$ cat config.mk
export PLATFORM = sky130hd
export DESIGN_NAME = string_stream_reverser
export DESIGN_NICKNAME = d
export VERILOG_FILES = /design/src/rtl/str_rev_pkg.sv /design/src/rtl/str_lifo.sv /design/src/rtl/string_stream_reverser.sv
export SDC_FILE = /design/constraint.sdc
export NUM_CORES = 1
export LEC_CHECK = 0
export BUFFER_PORTS_ARGS = -buffer_cell sky130_fd_sc_hd__buf_2
export CAP_MARGIN = 20
export CORE_MARGIN = 2
export CORE_UTILIZATION = 52
export DETAILED_ROUTE_END_ITERATION = 16
export PLACE_DENSITY = 0.78
export SKIP_CTS_REPAIR_TIMING = 1
export SLEW_MARGIN = 20
export SYNTH_ARGS = -nofsm -noshare
export SYNTH_HDL_FRONTEND = slang
export SYNTH_HIERARCHICAL = 1
export SYNTH_SLANG_ARGS = --single-unit
$ cat constraint.sdc
create_clock -name clk -period 4.5 [get_ports clk]
set_input_delay 0.675 -clock clk [delete_from_list [all_inputs] [get_ports clk]]
set_output_delay 0.675 -clock clk [all_outputs]
set_load 0.1 [all_outputs]
$ cat src/rtl/str_rev_pkg.sv
// Shared types and defaults for the byte-serial string reverser.
// Latency: n/a (types and constants only).
// Backpressure: n/a.
package str_rev_pkg;

   typedef enum logic {
      FILL  = 1'b0,
      DRAIN = 1'b1
   } state_t;

   localparam int DATA_W_DEF  = 8;
   localparam int MAX_LEN_DEF = 16;

   // Counter must hold 0..MAX_LEN inclusive.
   function automatic int len_w(input int max_len);
      return $clog2(max_len + 1);
   endfunction

   localparam int LEN_W_DEF = len_w(MAX_LEN_DEF);

endpackage

$ cat src/rtl/str_lifo.sv
// Register stack of MAX_LEN characters with push/pop and occupancy count.
// Latency: push/pop take effect on the next clock; top_o is combinational from state.
// Backpressure: push ignored when full, pop ignored when empty; push yields to pop.
module str_lifo
   import str_rev_pkg::*;
#(
   parameter int DATA_W  = DATA_W_DEF,
   parameter int MAX_LEN = MAX_LEN_DEF,
   parameter int CNT_W   = len_w(MAX_LEN)
) (
   input  logic              clk,
   input  logic              rst,
   input  logic              push_i,
   input  logic [DATA_W-1:0] push_dat_i,
   input  logic              pop_i,
   output logic [DATA_W-1:0] top_o,
   output logic [CNT_W-1:0]  cnt_o,
   output logic              full_o,
   output logic              empty_o
);

   localparam int AW = (MAX_LEN > 1) ? $clog2(MAX_LEN) : 1;

   logic [DATA_W-1:0] mem_q [MAX_LEN];
   logic [CNT_W-1:0]  cnt_q, cnt_d;
   logic [CNT_W-1:0]  cnt_m1;
   logic [AW-1:0]     wr_idx, rd_idx;
   logic              push_ok, pop_ok;

   assign full_o  = (cnt_q == CNT_W'(MAX_LEN));
   assign empty_o = (cnt_q == '0);
   assign push_ok = push_i & ~full_o & ~pop_i;
   assign pop_ok  = pop_i & ~empty_o;
   assign cnt_m1  = cnt_q - CNT_W'(1);
   assign wr_idx  = cnt_q[AW-1:0];
   assign rd_idx  = empty_o ? '0 : cnt_m1[AW-1:0];
   assign top_o   = mem_q[rd_idx];
   assign cnt_o   = cnt_q;

   // Occupancy next-state: saturates at both ends by construction of push_ok/pop_ok.
   always_comb begin
      cnt_d = cnt_q;
      if (push_ok)     cnt_d = cnt_q + CNT_W'(1);
      else if (pop_ok) cnt_d = cnt_m1;
   end

   // Occupancy register; reset discards whatever is stacked.
   always_ff @(posedge clk) begin
      if (rst) cnt_q <= '0;
      else     cnt_q <= cnt_d;
   end

   // Storage needs no reset: slots above cnt_q are never read.
   always_ff @(posedge clk) begin
      if (push_ok) mem_q[wr_idx] <= push_dat_i;
   end

endmodule

$ cat src/rtl/string_stream_reverser.sv
// Byte-serial string reverser: fills a LIFO, then drains it in reverse order.
// Latency: first reversed byte valid the cycle after the terminating input handshake.
// Backpressure: in_ready low while draining; output held stable while out_ready is low.
// Optional: define STR_REV_NULL_TERM_EN to make a 0x00 byte terminate (and not be stored).
module string_stream_reverser
   import str_rev_pkg::*;
#(
   parameter int DATA_W  = DATA_W_DEF,
   parameter int MAX_LEN = MAX_LEN_DEF
) (
   input  logic              clk,
   input  logic              rst,
   input  logic              in_valid,
   output logic              in_ready,
   input  logic [DATA_W-1:0] in_data,
   input  logic              in_last,
   output logic              out_valid,
   input  logic              out_ready,
   output logic [DATA_W-1:0] out_data,
   output logic              out_last,
   output logic              trunc,
   output logic              rev_done
);

   localparam int CNT_W = len_w(MAX_LEN);

   state_t            state_q, state_d;
   logic              trunc_q, trunc_d;
   logic              rev_done_q, rev_done_d;
   logic              push, pop;
   logic              in_hs, out_hs, is_nul;
   logic [DATA_W-1:0] top_dat;
   logic [CNT_W-1:0]  cnt;
   logic              full, empty;

   str_lifo #(
      .DATA_W  (DATA_W),
      .MAX_LEN (MAX_LEN),
      .CNT_W   (CNT_W)
   ) u_lifo (
      .clk        (clk),
      .rst        (rst),
      .push_i     (push),
      .push_dat_i (in_data),
      .pop_i      (pop),
      .top_o      (top_dat),
      .cnt_o      (cnt),
      .full_o     (full),
      .empty_o    (empty)
   );

   assign in_hs  = in_valid & in_ready;
   assign out_hs = out_valid & out_ready;

`ifdef STR_REV_NULL_TERM_EN
   assign is_nul = (in_data == '0);
`else
   assign is_nul = 1'b0;
`endif

   // State and pulse registers; pulses are registered so they land the cycle after the event.
   always_ff @(posedge clk) begin
      if (rst) begin
         state_q    <= FILL;
         trunc_q    <= 1'b0;
         rev_done_q <= 1'b0;
      end else begin
         state_q    <= state_d;
         trunc_q    <= trunc_d;
         rev_done_q <= rev_done_d;
      end
   end

   // Next-state: terminate on last / NUL / reaching capacity, return to FILL after final pop.
   always_comb begin
      state_d    = state_q;
      trunc_d    = 1'b0;
      rev_done_d = 1'b0;
      push       = 1'b0;
      pop        = 1'b0;
      case (state_q)
         FILL: begin
            if (in_hs) begin
               if (is_nul) begin
                  // NUL is a terminator only; an empty string completes with no output.
                  if (cnt == '0) rev_done_d = 1'b1;
                  else           state_d    = DRAIN;
               end else begin
                  push = 1'b1;
                  if (in_last) begin
                     state_d = DRAIN;
                  end else if (cnt == CNT_W'(MAX_LEN - 1)) begin
                     state_d = DRAIN;
                     trunc_d = 1'b1;
                  end
               end
            end
         end
         DRAIN: begin
            if (out_hs) begin
               pop = 1'b1;
               if (cnt == CNT_W'(1)) begin
                  state_d    = FILL;
                  rev_done_d = 1'b1;
               end
            end
         end
         default: state_d = FILL;
      endcase
   end

   // Outputs: output data is forced to zero outside DRAIN so idle/reset value is defined.
   always_comb begin
      in_ready  = (state_q == FILL) & ~full;
      out_valid = (state_q == DRAIN) & ~empty;
      out_data  = out_valid ? top_dat : '0;
      out_last  = out_valid & (cnt == CNT_W'(1));
      trunc     = trunc_q;
      rev_done  = rev_done_q;
   end

endmodule

After elaboration in Yosys (flattened, before gate mapping)
Memory sizes are Yosys's and may differ from the RTL's.
Index checks and enable logic that the tools add are counted.
{"block": "op_classes", "add_sub_neg": 2, "eq_ne": 3, "muxes": 19, "bitwise": 13, "reduce_logical": 3}
{"operator": "$mux 1", "n": 13}
{"operator": "$mux 5", "n": 2}
{"operator": "$and 1x1->1", "n": 8}
{"operator": "$mux 8", "n": 1}
{"operator": "$add 5x1->5 const B", "n": 1}
{"operator": "$eq 5x1->1 const B", "n": 1}
{"operator": "$eq 5x4->1 const B", "n": 1}
{"operator": "$eq 5x5->1 const B", "n": 1}
{"operator": "$logic_not 5->1", "n": 1}
{"operator": "$not 1->1", "n": 5}
{"operator": "$sub 5x1->5 const B", "n": 1}
{"operator": "$mux 4", "n": 1}
{"operator": "$pmux 1 s2", "n": 2}
{"operator": "$reduce_or 4->1", "n": 1}
{"operator": "$reduce_bool 2->1", "n": 1}
{"block": "word_totals", "register_bits": 8, "ramBits": 128, "output_inout_bits": 13, "elab_cells": 45, "mem_count": 1}
{"memory": "u_lifo.mem_q", "depth": 16, "width": 8, "read_ports": 1, "rd_clocked_by_memory_dff": 0, "wr": 1, "line": "str_lifo.sv:24", "rtl": "logic [DATA_W-1:0] mem_q [MAX_LEN];"}

Depth between registers and ports, before layout
{"block": "logic_depth", "ltp_word": 10, "ltp_mapped": 14, "ltp_nobuf": 11}

Hierarchy
The synthesis kept the hierarchy.
{"module": "str_lifo", "instances": 1, "cells_per_inst": 364, "area_per_inst_um2": 5539.1, "seq_area_each_um2": 3943.8}
{"module": "string_stream_reverser", "instances": 1, "cells_per_inst": 29, "area_per_inst_um2": 225.2, "seq_area_each_um2": 60.1}

Worst setup path before layout
No wires, ideal clock.
{"block": "synth_timing", "kind": "reg2reg", "startpoint": "reg u_lifo.cnt_q[1] (netlist: u_lifo/cnt_o[1])", "endpoint": "mem u_lifo/mem_q[10][0] (netlist name), enable pin", "setup_ns": 0.370, "arrival_time_ns": 3.570, "slack_ns": 0.559, "stages_incl_launch_ff": 11, "synth_period_minus_slack_ns": 3.941, "path_cell_list": "dfxtp_1 -> inv_1 -> ha_1 -> and3_1 -> nor2_1 -> nand2_1 -> inv_1 -> nand2b_1 -> a31oi_1 -> nand2_1 -> nor2_1"}
{"block": "synth_between", "elab_chain_cells": 10}
{"element": "start: declaration", "line": "str_lifo.sv:25", "rtl": "logic [CNT_W-1:0] cnt_q, cnt_d;"}
{"element": "start signal: assignment", "line": "str_lifo.sv:50", "rtl": "else cnt_q <= cnt_d;"}
{"element": "$eq 5x5->1", "line": "str_lifo.sv:30", "rtl": "assign full_o = (cnt_q == CNT_W'(MAX_LEN));"}
{"element": "via full", "line": "string_stream_reverser.sv:34", "rtl": "logic full, empty;"}
{"element": "$not 1->1", "line": "string_stream_reverser.sv:114", "rtl": "in_ready = (state_q == FILL) & ~full;"}
{"element": "$and 1x1->1", "line": "string_stream_reverser.sv:114"}
{"element": "via in_ready", "line": "string_stream_reverser.sv:14", "rtl": "output logic in_ready,"}
{"element": "$and 1x1->1", "line": "string_stream_reverser.sv:52", "rtl": "assign in_hs = in_valid & in_ready;"}
{"element": "$mux 1", "line": "string_stream_reverser.sv:83", "rtl": "if (in_hs) begin"}
{"element": "$mux 1", "line": "string_stream_reverser.sv:81", "rtl": "case (state_q)"}
{"element": "via push", "line": "string_stream_reverser.sv:30", "rtl": "logic push, pop;"}
{"element": "$and 1x1->1 (2 in series)", "line": "str_lifo.sv:32", "rtl": "assign push_ok = push_i & ~full_o & ~pop_i;"}
{"element": "$mux 1", "line": "str_lifo.sv:55", "rtl": "if (push_ok) mem_q[wr_idx] <= push_dat_i;"}
{"element": "$mux 1 (not written as such)", "line": "str_lifo.sv:55"}
{"element": "end: declaration", "line": "str_lifo.sv:24"}
The timed path passes the listed nets, and every way through them passes these cells.

Final worst setup path
{"block": "layout_timing", "startpoint": "reg u_lifo.cnt_q[1] (netlist: u_lifo/cnt_o[1])", "endpoint": "out out_data[5]"}
{"block": "layout_between", "elab_chain_cells": 4}
{"element": "$logic_not 5->1", "line": "str_lifo.sv:31", "rtl": "assign empty_o = (cnt_q == '0);"}
{"element": "via empty", "line": "string_stream_reverser.sv:34"}
{"element": "$mux 4", "line": "str_lifo.sv:36", "rtl": "assign rd_idx = empty_o ? '0 : cnt_m1[AW-1:0];"}
{"element": "$mem_v2 16x8"}
{"element": "via top_dat[5]", "line": "string_stream_reverser.sv:32", "rtl": "logic [DATA_W-1:0] top_dat;"}
{"element": "$mux 8", "line": "string_stream_reverser.sv:116", "rtl": "out_data = out_valid ? top_dat : '0;"}
{"element": "end: declaration", "line": "string_stream_reverser.sv:19", "rtl": "output logic [DATA_W-1:0] out_data,"}
The timed path passes the listed nets, and every way through them passes these cells.

==> key figures <==
Outcome
  • Outcome: completed

Finish
  • Share of final-layout standard cells stronger than drive strength 1: 0.255
  • Layout Cells excl Fill: 580
  • Multi-input logic area: between 1500 and 2000 sq um
  • Fillers: 786
  • Sequential cell area: 4010 sq um
  • Final core area utilization: 0.627
  • Total Nets Final: 445
  • Layout overhead on the synthesized area: 17.9%
  • Diode count: 0

Detailed routing
  • DRC violations left: 0
  • DR vias: 3,568
  • Total wirelength of the detailed-routed design: between 10,000 and 15,000 microns
  • Pre-antenna DRT Iters: 9
  • Mean routed wirelength per cell: 21.7 microns
  • Residual antenna-violating net count after detailed routing: 0
  • Routed vias/inst: between 6 and 7
  • Detailed Route Iter0 Violations: 551

Pwr
  • Part of the total power dissipated in sequential elements: 0.396
  • Power spent charging and discharging nets: 1.02 mW
  • Leakage power: 2.31 nW
  • Part of the total power dissipated in combinational logic: 0.221
  • Internal power contribution: 2.59 mW
  • Clock share of power: 0.383
  • PwrDens: between 500 and 600 nW/um^2
  • Switching Fraction: 0.282
  • Maximum ir drop on the vdd rail: 0.000264 V

Synth
  • Post-synth EDFFs: 128
  • Sequential cell area fraction in the yosys report: 0.695
  • Synth Instances: 393
  • Post-Synthesis Cell Area: approximately 5800 sq um
  • Synthesized net count: slightly above 400
  • Mapped Avg Cell Area: 14.7 sq um
  • Unique masters post-synth: 50
  • Yosys synthesis warning count: 6
  • Ys flop type: edfxtp_1
  • FFs w/ async S/R, synth: 0
  • Count of state elements after synthesis: 136

Setup path
  • Required time of the worst setup path: about 3.8 ns
  • Highest fanout seen on the critical path: 19
  • Crit Path Category: reg2out
  • Critical register-to-register path startpoint: u_lifo/cnt_o[1]
  • Critical R2R Capture: u_lifo/mem_q[2][0]
  • Data arrival time of the critical path: 3.62 ns
  • Crit. End Element: output port
  • Type of element launching the critical path: flip-flop
  • Worst r2r path cells: 10
  • R2R Setup Slk: 0.29 ns

Global routing
  • Total gr overflow: 0
  • Wire length of the first global-routing pass: 19,500 microns
  • Via count of the first global-routing pass: 3,543
  • Maximum number of pins on one net before global-route repair: 69
  • Antenna violations before repair: 0
  • Total global-route track usage: 0.231

Timing
  • Number of slew-limit violations in the final report: 0
  • Relative slew slack: 0.495
  • Setup Viol. Count Final: 0
  • Transition time of the tightest slew-check pin: between 0.7 and 0.8 ns
  • Clock period minus final worst setup slack: 4.29 ns
  • Clock Skews: 0.00647 ns
  • Final clock period utilization by the worst path: 0.953
  • Achievable frequency: 233 MHz
  • Hold Fails Final Rpt: 0
  • Setup repair after global routing missed its margin: no

Die
  • Die Wd: 109 microns
  • Die extent in y: 109 microns
  • Initial core utilization: 0.532
  • Placeable core region: around 11,000 sq um
  • Boundary pin count: 26
  • Site Rows: 38
  • Die Footprint: about 12,000 sq um

Placed design
  • Final weighted congestion of routability-driven global placement: between 0.9 and 1
  • HPWL reported at the end of detailed placement: 7830 microns
  • Port-buffer cells: 25
  • Number of placed instances, taps included: 547

CTS
  • CTS tree: yes
  • Worst-Skew Late Latency: 0.52 ns
  • Deepest clock path buffer count: 2
  • Clock-pin slew reported for the worst setup and hold paths after clock tree synthesis: 0.06 ns
  • Clock tree root buffer cell: clkbuf_8
  • Clock Sinks: about 140
  • Clock buffers created by TritonCTS: 17
  • Max H-tree Level: 4

Min path
  • Endpoint with the worst hold slack: trunc
  • Min-delay worst type: in2reg
  • Min-delay src: in_last
  • Cell count of the worst hold path: 3

Run
  • Number of violations of the max-capacitance limit: 0
state kept, by name (all words and copies together) (netlist names):
register,cells
trunc,1
state_q,1
rev_done,1
u_lifo/cnt_o,5
u_lifo/mem_q,128
layout make-up:
cell class,count,area share
tap,140,0.0258
timing repair buffer,38,0.0505
sequential,136,0.589
multi-input combinational,228,0.243
inverter,6,0.00331
clock inverter,14,0.0267
clock buffer,18,0.0615
Yosys cell counts (all sizes together) (3+ instances only):
| cell | count | area (sq um) |
|---|---|---|
| edfxtp | 128 | 3840 |
| o21ai | 16 | 80.1 |
| inv | 6 | 22.5 |
| nand2 | 26 | 97.6 |
| nor3 | 4 | 25.0 |
| clkbuf | 13 | 48.8 |
| buf | 11 | 75.1 |
| a221oi | 15 | 131 |
| and3 | 4 | 25.0 |
| a222oi | 15 | 150 |
| ha | 5 | 62.6 |
| a211oi | 8 | 60.1 |
| nor2 | 26 | 97.6 |
| nand2b | 16 | 100 |
| and2 | 10 | 62.6 |
| a21o | 7 | 52.6 |
| and2b | 3 | 22.5 |
| a21oi | 10 | 50.1 |
| mux2 | 30 | 338 |
| nor2b | 3 | 18.8 |
| dfxtp | 8 | 160 |
| xnor2 | 3 | 26.3 |
through the flow:
stage / setup TNS [ns] / cell area (sq um) / hold slack (ns) / power (mW) / setup slack, ns
2_1_floorplan: 0 / 5760 / 0.488 / 2.02 / 0.559
3_3_place_gp: 0 / 6170 / 0.583 / 2.21 / 0.430
3_5_place_dp: 0 / 6170 / 0.582 / 2.22 / 0.324
4_1_cts: -0.368 / 6770 / 0.405 / 3.60 / -0.0665
5_1_grt: 0 / 6800 / 0.412 / 3.75 / 0.0275
6_report: 0 / 6800 / 0.423 / 3.61 / 0.209
power by group through the flow:
stage	registers, mW	clock network (mW)	logic (mW)
3_5_place_dp	1.46	0	0.763
4_1_cts	1.43	1.40	0.771
3_3_place_gp	1.46	0	0.752
6_report	1.43	1.38	0.800
2_1_floorplan	1.45	0	0.565
5_1_grt	1.43	1.45	0.861
cells by family (layout without fill, tap and decap cells):
group                    after synthesis  in the layout  synth area share
flip-flops                           136            136             0.695
AND/OR/NAND/NOR                      105            106            0.0940
AO/OA/AOI/OAI                         81             81             0.105
multiplexers                          32             32            0.0642
buffers and inverters                 30             76            0.0254
adder cells (fa/ha/maj)                5              5            0.0109
XOR/XNOR                               4              4           0.00608
worst max-delay path: stages (launching register included):
cell	delay [ns]
dfxtp_1	0.38
inv_1	0.21
ha_1	0.30
or4b_4	0.57
inv_2	0.29
nor2_4	0.17
a221oi_1	0.50
a21oi_1	0.12
a21o_1	0.21
and2_1	0.16
buf_12	0.17
cells in the final DEF, fill, tap and decap left out, types with 15 or more instances in the layout:
master / n
edfxtp_1: 128
mux2_2: 30
nand2_1: 25
nor2_1: 22
buf_2: 17
clkbuf_16: 16
nand2b_1: 16
o21ai_0: 16
a222oi_1: 15
a221oi_1: 15
metal layers:
layer  share of wire  routed length (microns)  track usage  vias up
met5               0                        0            0        -
li1                -                        -            -     1606
met3           0.081                     1010       0.0628       36
met2            0.48                     5990        0.348      187
met1            0.40                     5000        0.301     1739
met4           0.045                      565        0.139        0
how the worst max path moves through the flow:
stage / to / slack [ns] / start
6_report: out_data[5] / 0.21 / u_lifo/cnt_o[1]
5_1_grt: out_data[4] / 0.03 / u_lifo/cnt_o[1]
4_1_cts: out_data[4] / -0.07 / u_lifo/cnt_o[1]
3_5_place_dp: u_lifo/mem_q[2][5] / 0.32 / u_lifo/cnt_o[1]
3_3_place_gp: u_lifo/mem_q[6][2] / 0.43 / u_lifo/cnt_o[1]
2_1_floorplan: u_lifo/mem_q[10][0] / 0.56 / u_lifo/cnt_o[1]
(Power assumes the default switching activity.)
